<file path="src/rtl/ula_pkg.sv">
// Shared types and constants for the ULA and its two-requester scheduler.
package ula_pkg;

    localparam int OPW = 5;

    typedef enum logic [1:0] {
        IDLE = 2'd0,
        EXEC = 2'd1,
        RESP = 2'd2
    } state_t;

    typedef struct packed {
        logic o;
        logic c;
        logic s;
        logic z;
    } flags_t;

    localparam logic [OPW-1:0] OP_ADD    = 5'b00000;
    localparam logic [OPW-1:0] OP_ADDINC = 5'b00001;
    localparam logic [OPW-1:0] OP_INC    = 5'b00011;
    localparam logic [OPW-1:0] OP_SUBDEC = 5'b00100;
    localparam logic [OPW-1:0] OP_AND    = 5'b01000;
    localparam logic [OPW-1:0] OP_OR     = 5'b01001;
    localparam logic [OPW-1:0] OP_XOR    = 5'b01010;

endpackage

</file>
<file path="src/rtl/ula.sv">
// Combinational ULA: one adder shared by the arithmetic ops, plus bitwise ops.
// Unlisted opcodes pass operand A through; O and C are only meaningful for arithmetic.
module ula
    import ula_pkg::*;
#(
    parameter int WIDTH = 16
) (
    input  logic [OPW-1:0]   op,
    input  logic [WIDTH-1:0] a,
    input  logic [WIDTH-1:0] b,
    output logic [WIDTH-1:0] resu,
    output logic [3:0]       flags
);

    logic [WIDTH-1:0] b_eff;
    logic             cin;
    logic             arith;
    logic [WIDTH:0]   sum;
    flags_t           f;

    // Select the adder's second operand and carry-in for each arithmetic op
    always_comb begin
        b_eff = b;
        cin   = 1'b0;
        arith = 1'b1;
        case (op)
            OP_ADD:    ;
            OP_ADDINC: cin = 1'b1;
            OP_INC:    begin b_eff = '0; cin = 1'b1; end
            OP_SUBDEC: b_eff = ~b;
            default:   arith = 1'b0;
        endcase
    end

    assign sum = {1'b0, a} + {1'b0, b_eff} + {{WIDTH{1'b0}}, cin};

    // Form the result and {O,C,S,Z}; overflow uses the effective second operand
    always_comb begin
        f    = '0;
        resu = a;
        if (arith) begin
            resu = sum[WIDTH-1:0];
            f.c  = sum[WIDTH];
            f.o  = (a[WIDTH-1] == b_eff[WIDTH-1]) && (sum[WIDTH-1] != a[WIDTH-1]);
        end else begin
            case (op)
                OP_AND:  resu = a & b;
                OP_OR:   resu = a | b;
                OP_XOR:  resu = a ^ b;
                default: resu = a;
            endcase
        end
        f.s = resu[WIDTH-1];
        f.z = (resu == '0);
    end

    assign flags = f;

endmodule

</file>
<file path="src/rtl/ula_rr_arb2.sv">
// Two-way round-robin arbiter: on a tie the requester that did not win last time goes.
module ula_rr_arb2 (
    input  logic [1:0] valid,
    input  logic       last_grant,
    input  logic       en,
    output logic [1:0] grant,
    output logic       gid
);

    // Pick the winner and drive a one-hot grant only when enabled
    always_comb begin
        gid = 1'b0;
        if (valid == 2'b11) begin
            gid = ~last_grant;
        end else if (valid[1]) begin
            gid = 1'b1;
        end
        grant = 2'b00;
        if (en && (valid != 2'b00)) begin
            grant = gid ? 2'b10 : 2'b01;
        end
    end

endmodule

</file>
<file path="src/rtl/ula_sched.sv">
// Shares one ULA between two valid/ready requesters. Operands are registered on
// accept, the ULA result is registered one cycle later, and the response is held
// until the consumer takes it, so one op completes at most every three cycles.
module ula_sched #(
    parameter int WIDTH = 16,
    parameter int OPW   = 5
) (
    input  logic             clk,
    input  logic             rst,
    input  logic             req0_valid,
    output logic             req0_ready,
    input  logic [OPW-1:0]   req0_op,
    input  logic [WIDTH-1:0] req0_a,
    input  logic [WIDTH-1:0] req0_b,
    input  logic             req1_valid,
    output logic             req1_ready,
    input  logic [OPW-1:0]   req1_op,
    input  logic [WIDTH-1:0] req1_a,
    input  logic [WIDTH-1:0] req1_b,
    output logic             rsp_valid,
    input  logic             rsp_ready,
    output logic             rsp_id,
    output logic [WIDTH-1:0] rsp_result,
    output logic [3:0]       rsp_flags,
    output logic             busy
);

    import ula_pkg::*;

    state_t           state_q, state_d;
    logic             last_grant_q, last_grant_d;
    logic             id_q, id_d;
    logic [OPW-1:0]   op_q, op_d;
    logic [WIDTH-1:0] a_q, a_d;
    logic [WIDTH-1:0] b_q, b_d;
    logic [WIDTH-1:0] result_q, result_d;
    logic [3:0]       flags_q, flags_d;

    logic [1:0]       grant;
    logic             gid;
    logic [WIDTH-1:0] ula_resu;
    logic [3:0]       ula_flags;

    // Readies are suppressed while reset is held so no output leaks during reset
    ula_rr_arb2 u_arb (
        .valid      ({req1_valid, req0_valid}),
        .last_grant (last_grant_q),
        .en         ((state_q == IDLE) && !rst),
        .grant      (grant),
        .gid        (gid)
    );

    ula #(
        .WIDTH (WIDTH)
    ) u_ula (
        .op    (op_q),
        .a     (a_q),
        .b     (b_q),
        .resu  (ula_resu),
        .flags (ula_flags)
    );

    // Next-state: accept in IDLE, capture ULA output in EXEC, hold response in RESP
    always_comb begin
        state_d      = state_q;
        last_grant_d = last_grant_q;
        id_d         = id_q;
        op_d         = op_q;
        a_d          = a_q;
        b_d          = b_q;
        result_d     = result_q;
        flags_d      = flags_q;
        case (state_q)
            IDLE: begin
                if (grant != 2'b00) begin
                    state_d      = EXEC;
                    last_grant_d = gid;
                    id_d         = gid;
                    op_d         = gid ? req1_op : req0_op;
                    a_d          = gid ? req1_a  : req0_a;
                    b_d          = gid ? req1_b  : req0_b;
                end
            end
            EXEC: begin
                result_d = ula_resu;
                flags_d  = ula_flags;
                state_d  = RESP;
            end
            RESP: begin
                // Clear on handshake so nothing from this op lingers into the next
                if (rsp_ready) begin
                    state_d  = IDLE;
                    id_d     = 1'b0;
                    result_d = '0;
                    flags_d  = '0;
                end
            end
            default: state_d = IDLE;
        endcase
    end

    // State and datapath registers; last_grant resets to 1 so requester 0 wins the first tie
    always_ff @(posedge clk or posedge rst) begin
        if (rst) begin
            state_q      <= IDLE;
            last_grant_q <= 1'b1;
            id_q         <= 1'b0;
            op_q         <= '0;
            a_q          <= '0;
            b_q          <= '0;
            result_q     <= '0;
            flags_q      <= '0;
        end else begin
            state_q      <= state_d;
            last_grant_q <= last_grant_d;
            id_q         <= id_d;
            op_q         <= op_d;
            a_q          <= a_d;
            b_q          <= b_d;
            result_q     <= result_d;
            flags_q      <= flags_d;
        end
    end

    assign req0_ready = grant[0];
    assign req1_ready = grant[1];
    assign rsp_valid  = (state_q == RESP);
    assign rsp_id     = id_q;
    assign rsp_result = result_q;
    assign rsp_flags  = flags_q;
    assign busy       = (state_q != IDLE);

endmodule

</file>
<file path="config.mk">
export PLATFORM = sky130hd
export DESIGN_NAME = ula_sched
export DESIGN_NICKNAME = d
export VERILOG_FILES = /design/src/rtl/ula_pkg.sv /design/src/rtl/ula.sv /design/src/rtl/ula_rr_arb2.sv /design/src/rtl/ula_sched.sv
export SDC_FILE = /design/constraint.sdc
export NUM_CORES = 1
export LEC_CHECK = 0
export CAP_MARGIN = 15
export CORE_ASPECT_RATIO = 0.6
export CORE_MARGIN = 2
export CORE_UTILIZATION = 47
export CTS_BUF_LIST = sky130_fd_sc_hd__clkbuf_16
export CTS_CLUSTER_SIZE = 30
export DETAILED_ROUTE_END_ITERATION = 6
export HOLD_SLACK_MARGIN = 0.02
export PLACE_DENSITY = 0.78
export SLEW_MARGIN = 40
export SYNTH_ARGS = -nofsm -noshare
export SYNTH_HDL_FRONTEND = slang
export SYNTH_SLANG_ARGS = --single-unit
</file>
<file path="constraint.sdc">
create_clock -name clk -period 4.28 [get_ports clk]
set_input_delay 0.642 -clock clk [delete_from_list [all_inputs] [get_ports clk]]
set_output_delay 0.642 -clock clk [all_outputs]
set_load 0.01 [all_outputs]
</file>
### Yosys cells after proc, flatten, opt, wreduce, memory -nomap -nowiden

Cells that the tools add are included.

* bits in registers: 61
* bits of input ports: 79
* output and inout port bits: 25
* word-level logic and storage cells: 69

* add/sub/neg operators: 2
* equality and inequality tests: 13
* mux-type cells: 23
* bitwise logic cells: 5
* reductions and logical operators: 18

Operators with widths (number)
* 16-bit two-way mux: 4
* 16-bit case mux with 2 select lines: 2
* 16-bit case mux with 3 select lines: 1
* 16-bit by 16-bit adder with 17-bit output: 1
* 17-bit by 1-bit adder with 17-bit output: 1
* 16-bit AND: 1
* 16-bit zero test: 1
* 16-bit NOT: 1
* 16-bit bitwise OR: 1
* 16-bit XOR: 1
* 5-bit by 4-bit == test with 1-bit output (second input constant): 3
* 2-bit two-way mux: 5
* 2-bit nonzero test: 5
* 4-bit case mux with 2 select lines: 1
* 1-bit two-way mux: 6
* 2-bit case mux with 3 select lines: 1
* 2-bit AND reduction: 3
* 5-bit by 1-bit == test with 1-bit output (second input constant): 1
* 5-bit by 2-bit == test with 1-bit output (second input constant): 1
* 5-bit by 3-bit == test with 1-bit output (second input constant): 1
* 5-bit zero test: 1
* 5-bit two-way mux: 1
* 2-bit == test (second input constant): 2
* 4-bit two-way mux: 1
* 12 further kinds: 15

### Longest topological paths before layout

* depth after elaboration: 8
* gate-level depth with buffers: 19
* depth with buffers taken out: 15

### Hierarchy

A second synthesis with hierarchy kept.

* cell total of the unflattened synthesis: 520
* area total of the unflattened synthesis: 5083.6 um^2

Modules (own cells, without submodules)
* ula_sched: times used 1, cells an instance 180, area each 2760.1 um^2, sequential area each 1527.7 um^2
* ula: times used 1, cells an instance 335, area each 2293.4 um^2, sequential area each 0.0 um^2
* ula_rr_arb2: times used 1, cells an instance 5, area each 30.0 um^2, sequential area each 0.0 um^2

### Worst setup path before layout

Ideal clock, no wire load.

* path kind: register to register
* start point: register op_q[0]
* end point: register flags_q[0] (netlist: rsp_flags[0])
* setup time: 92 ps
* arrival: 4009 ps
* required time: 4188 ps
* setup slack: 179 ps
* cell stages (with the launch flop): 20
* path buffers: 4
* clock period less this slack: 4101 ps
* path through: dfrtp_1 -> clkbuf_1 -> buf_2 -> inv_1 -> clkbuf_1 -> nand4_1 -> o21a_1 -> clkbuf_1 -> a21oi_1 -> fa_1 -> inv_1 -> fa_1 -> a211oi_1 -> o21a_1 -> o31a_1 -> xnor2_1 -> o32a_1 -> nor4_1 -> nand4_1 -> o31ai_2

* longest elaborated chain between the ends: 7
* elaborated cells between the ends (all ways): 18
* those cells by class: add/sub: 2; eq/ne: 6; mux: 6; reduce/logical: 4

Ends and longest elaborated chain
* start: declaration: RTL line ula_sched.sv:33 `logic [OPW-1:0] op_q, op_d;`
* start signal: assignment: RTL line ula_sched.sv:117 `op_q <= op_d;`
* 5-bit by 3-bit == test with 1-bit output (tied with other cells): RTL line ula.sv:26 `case (op)`
* 16-bit case mux with 2 select lines / 2-bit OR reduction (equally long branches)
* 16-bit by 16-bit adder with 17-bit output / 1-bit two-way mux (equally long branches): RTL line ula.sv:35, ula.sv:26
* 17-bit by 1-bit adder with 17-bit output: RTL line ula.sv:35 `assign sum = {1'b0, a} + {1'b0, b_eff} + {{WIDTH{1'b0}}, cin};`
* 16-bit two-way mux (*): RTL line ula.sv:41 `if (arith) begin`
* 16-bit zero test (*): RTL line ula.sv:54 `f.z = (resu == '0);`
* 4-bit case mux with 2 select lines (*): RTL line ula_sched.sv:73 `case (state_q)`
* end signal: assignment: RTL line ula_sched.sv:121 `flags_q <= flags_d;`
* end: declaration: RTL line ula_sched.sv:37 `logic [3:0] flags_q, flags_d;`

Every way passes the cells marked *; elsewhere a longest branch is shown, timed or not.
A chain may end at the register's enable or synchronous reset.

### Final worst setup path

* start point: register op_q[4]
* end point: register flags_q[0] (netlist: rsp_flags[0])

The elaborated chain is that of the path after synthesis.

==> out/qor.csv <==
stage;metric;value;unit
status;status;finished, final reports clean;
worst_setup_path;crit_type;register to register;
placement;place_ws;0.549;ns
clock_tree;clockRootBuffer;clkbuf_16;
grt;gr-usage-all-layers;25.9;%
synth;yosysSeqAreaShare;32.1;%
finish;utilization;62.6;%
detailed_routing;ant_nets;0;
floorplanning;start_util;47.9;%
timing;fin_crit_sh;89.3;%
clock_tree;cts_resized;0;
worst_setup_path;worst_setup_path_start_kind;register;
finish;syn2layout_area_growth;30.6;%
finish;diodes;0;
synth;synth.area.top_cells;dfrtp_1 32%, ha_1 13%, a222oi_1 7.9%, inv_1 6.8%, o21ai_0 4.8%;
detailed_routing;dr.pass1.iters;7;
power_and_ir_drop;fin_total_pwr;5.10;mW
worst_setup_path;arrival;4.06;ns
clock_tree;clk_latency;0.33;ns
synth;synthCells;557;
worst_setup_path;crit_required;4.52;ns
timing;fin_worst_skew;0.00615;ns
synth;ys_types;64;
synth;syn-cell-area;4680;um^2
detailed_routing;drc;0;
finish;nNetsFinal;777;
grt;grt_overflow;0;
timing;grt_setup_unrepaired;no;
timing;tightest_slew;0.733;ns
timing;finalSetupViolCount;0;
synth;async_flop_share;100;%
detailed_routing;viasPerCell;5.81;
floorplanning;die_w;133;um
timing;period_minus_slack;3.82;ns
synth;synth_top_area_cell;dfrtp_1;
clock_tree;tritoncts;built;
synth;syn_area_per_cell;8.41;um^2
grt;grt_pass1_vias;4021;
detailed_routing;drt_wl_total;13.7;mm
worst_setup_path;cp-end-kind;register;
clock_tree;path_clk_slew;0.05;ns
grt;antenna_found_initial;0;
clock_tree;cts_buffers;9;
placement;gp_congestion;0.874;
grt;grt_pass1_wl;21.3;mm
detailed_routing;vias;4586;
placement;hpwl;10.6;mm
floorplanning;die_h;81.3;um
synth;yosysTopAreaCellShare;31.5;%
placement;io_buffers;103;
power_and_ir_drop;power_density;835;nW/um^2
timing;slew_headroom;51.1;%
synth;yosysMostFrequentCell;inv_1;
floorplanning;pin_count;104;
synth;ys_dominant_reg_cell;dfrtp_1;
finish;drive_gt1_share;6.27;%
synth;syn_nets;685;
floorplanning;coreArea;9770;um^2
clock_tree;cts_max_path_buffers;2;
power_and_ir_drop;irDropWorstVdd;0.000301;V
detailed_routing;wl_per_cell;17.4;um
flow_run;cap_violations;0;
grt;grt_max_degree;51;
clock_tree;htreeDepth;3;
detailed_routing;dr.first_iter.drc_count;574;
worst_setup_path;crit_fanout;8;
synth;netlist_top_cells_count;85 x inv_1, 59 x dfrtp_1, 52 x nand2_1;
worst_setup_path;crit_start;op_q[4]$_DFFE_PP0P_;
floorplanning;rows;28;
timing;fin_ws;0.457;ns
clock_tree;clock_sinks;60;
synth;synth_edf_count;0;
finish;num-fill-cells;811;
clock_tree;postCtsSetupBuffers;0;
synth;yosys_warnings;0;
floorplanning;dieArea;10800;um^2
clock_tree;postCtsHoldBufs;0;
hold_path;min_from;rsp_result[3]$_DFFE_PP0P_;
timing;max_freq;262;MHz
timing;fin_setup_tns;0;ns
synth;synth_seq_cells;60;
hold_path;hp-class;register to register;
worst_setup_path;r2r_start;op_q[4]$_DFFE_PP0P_;
power_and_ir_drop;p_leak;2.84;nW
timing;final_max_slew_viol_count;0;
timing;hold_violations;0;
## through the flow
step,hold WS [ns],std cells,area (um^2)
5_1_grt,0.517,789,6120
2_1_floorplan,0.494,557,4680
3_5_place_dp,0.471,773,5840
3_3_place_gp,0.451,773,5840
6_report,0.471,789,6120
4_1_cts,0.482,789,6110
## flip-flops by register name (all words and copies together), names as in the netlist
| name | flops |
|---|---|
| a_q | 16 |
| b_q | 16 |
| last_grant_q | 1 |
| op_q | 5 |
| rsp_flags | 4 |
| rsp_id | 1 |
| rsp_result | 15 |
| state_q | 2 |
## metal layers
metal  vias to the layer above  share of wire [%]  track usage (%)
li1                       2223                  -                -
met1                      2099                 51             41.4
met2                       253                 37             34.3
met3                        11                 11             5.62
met4                         0               0.69             6.13
met5                         -                  0                0
## kinds of logic (layout without fill, tap and decap cells)
| family | after synthesis | count (layout) | synth area share (%) |
|---|---|---|---|
| xor gates and xnor gates | 12 | 12 | 2.24 |
| muxes | 1 | 1 | 0.214 |
| buffers and inverters | 120 | 217 | 9.89 |
| adders and majority gates | 49 | 49 | 13.4 |
| DFF | 60 | 60 | 32.1 |
| AOI/OAI and AO/OA | 193 | 193 | 29.9 |
| and+or+nand+nor | 122 | 122 | 12.2 |
## path summary, 6_finish.rpt
check | to | slack, ns | cells after the start
max in group asynchronous | last_grant_q$_DFFE_PP1P_ | 2.77 | 3
max reg2reg | rsp_flags[0]$_DFFE_PP0P_ | 0.46 | 15
min reg2reg | rsp_result[3]$_DFFE_PP0P_ | 0.47 | 2
min | rsp_result[3]$_DFFE_PP0P_ | 0.47 | 2
max | rsp_flags[0]$_DFFE_PP0P_ | 0.46 | 15
min in group asynchronous | state_q[1]$_DFFE_PP0P_ | 0.66 | 2
## cell usage in the layout (no fill, tap or decap), types with 5 or more instances in the layout
| cell type | count |
|---|---|
| nor2b_1 | 6 |
| nand3_1 | 6 |
| inv_1 | 85 |
| clkbuf_16 | 9 |
| dfrtp_1 | 59 |
| clkdlybuf4s50_1 | 103 |
| o21ai_0 | 45 |
| xnor2_1 | 8 |
| o22ai_1 | 8 |
| a21oi_1 | 27 |
| a21o_1 | 9 |
| buf_4 | 12 |
| a31oi_1 | 8 |
| ha_1 | 47 |
| nand2_1 | 52 |
| o211ai_1 | 5 |
| a22o_1 | 9 |
| nor2_1 | 27 |
| a221oi_1 | 7 |
| and3_1 | 5 |
| a222oi_1 | 37 |
## layout make-up
| cell class | count | area [um^2] | share of cell area, % |
|---|---|---|---|
| Clock buffer | 9 | 225 | 3.68 |
| Clock inverter | 7 | 45.0 | 0.736 |
| Inverter | 86 | 323 | 5.28 |
| Multi-Input combinational cell | 377 | 2730 | 44.7 |
| Sequential cell | 60 | 1500 | 24.6 |
| Tap cell | 135 | 169 | 2.76 |
| Timing Repair Buffer | 115 | 1120 | 18.3 |
## where the power goes
| part | internal, mW | switching (mW) | leakage [nW] |
|---|---|---|---|
| clock | 0.387 | 0.259 | 0.129 |
| sequential | 0.812 | 0.375 | 0.750 |
| combinational | 1.43 | 1.85 | 1.96 |
## critical path, cell delays in order (launching register included)
cell	delay, ns
dfrtp_1	0.46
nor2_1	0.24
nand3b_1	0.18
o21a_1	0.22
a21oi_1	0.20
fa_1	0.24
inv_1	0.06
fa_1	0.41
a211oi_1	0.35
o21a_1	0.24
o31a_1	0.15
xnor2_1	0.08
o32a_1	0.30
nor4_1	0.26
nand4_1	0.14
o31ai_2	0.19
(Power assumes the default switching activity.)
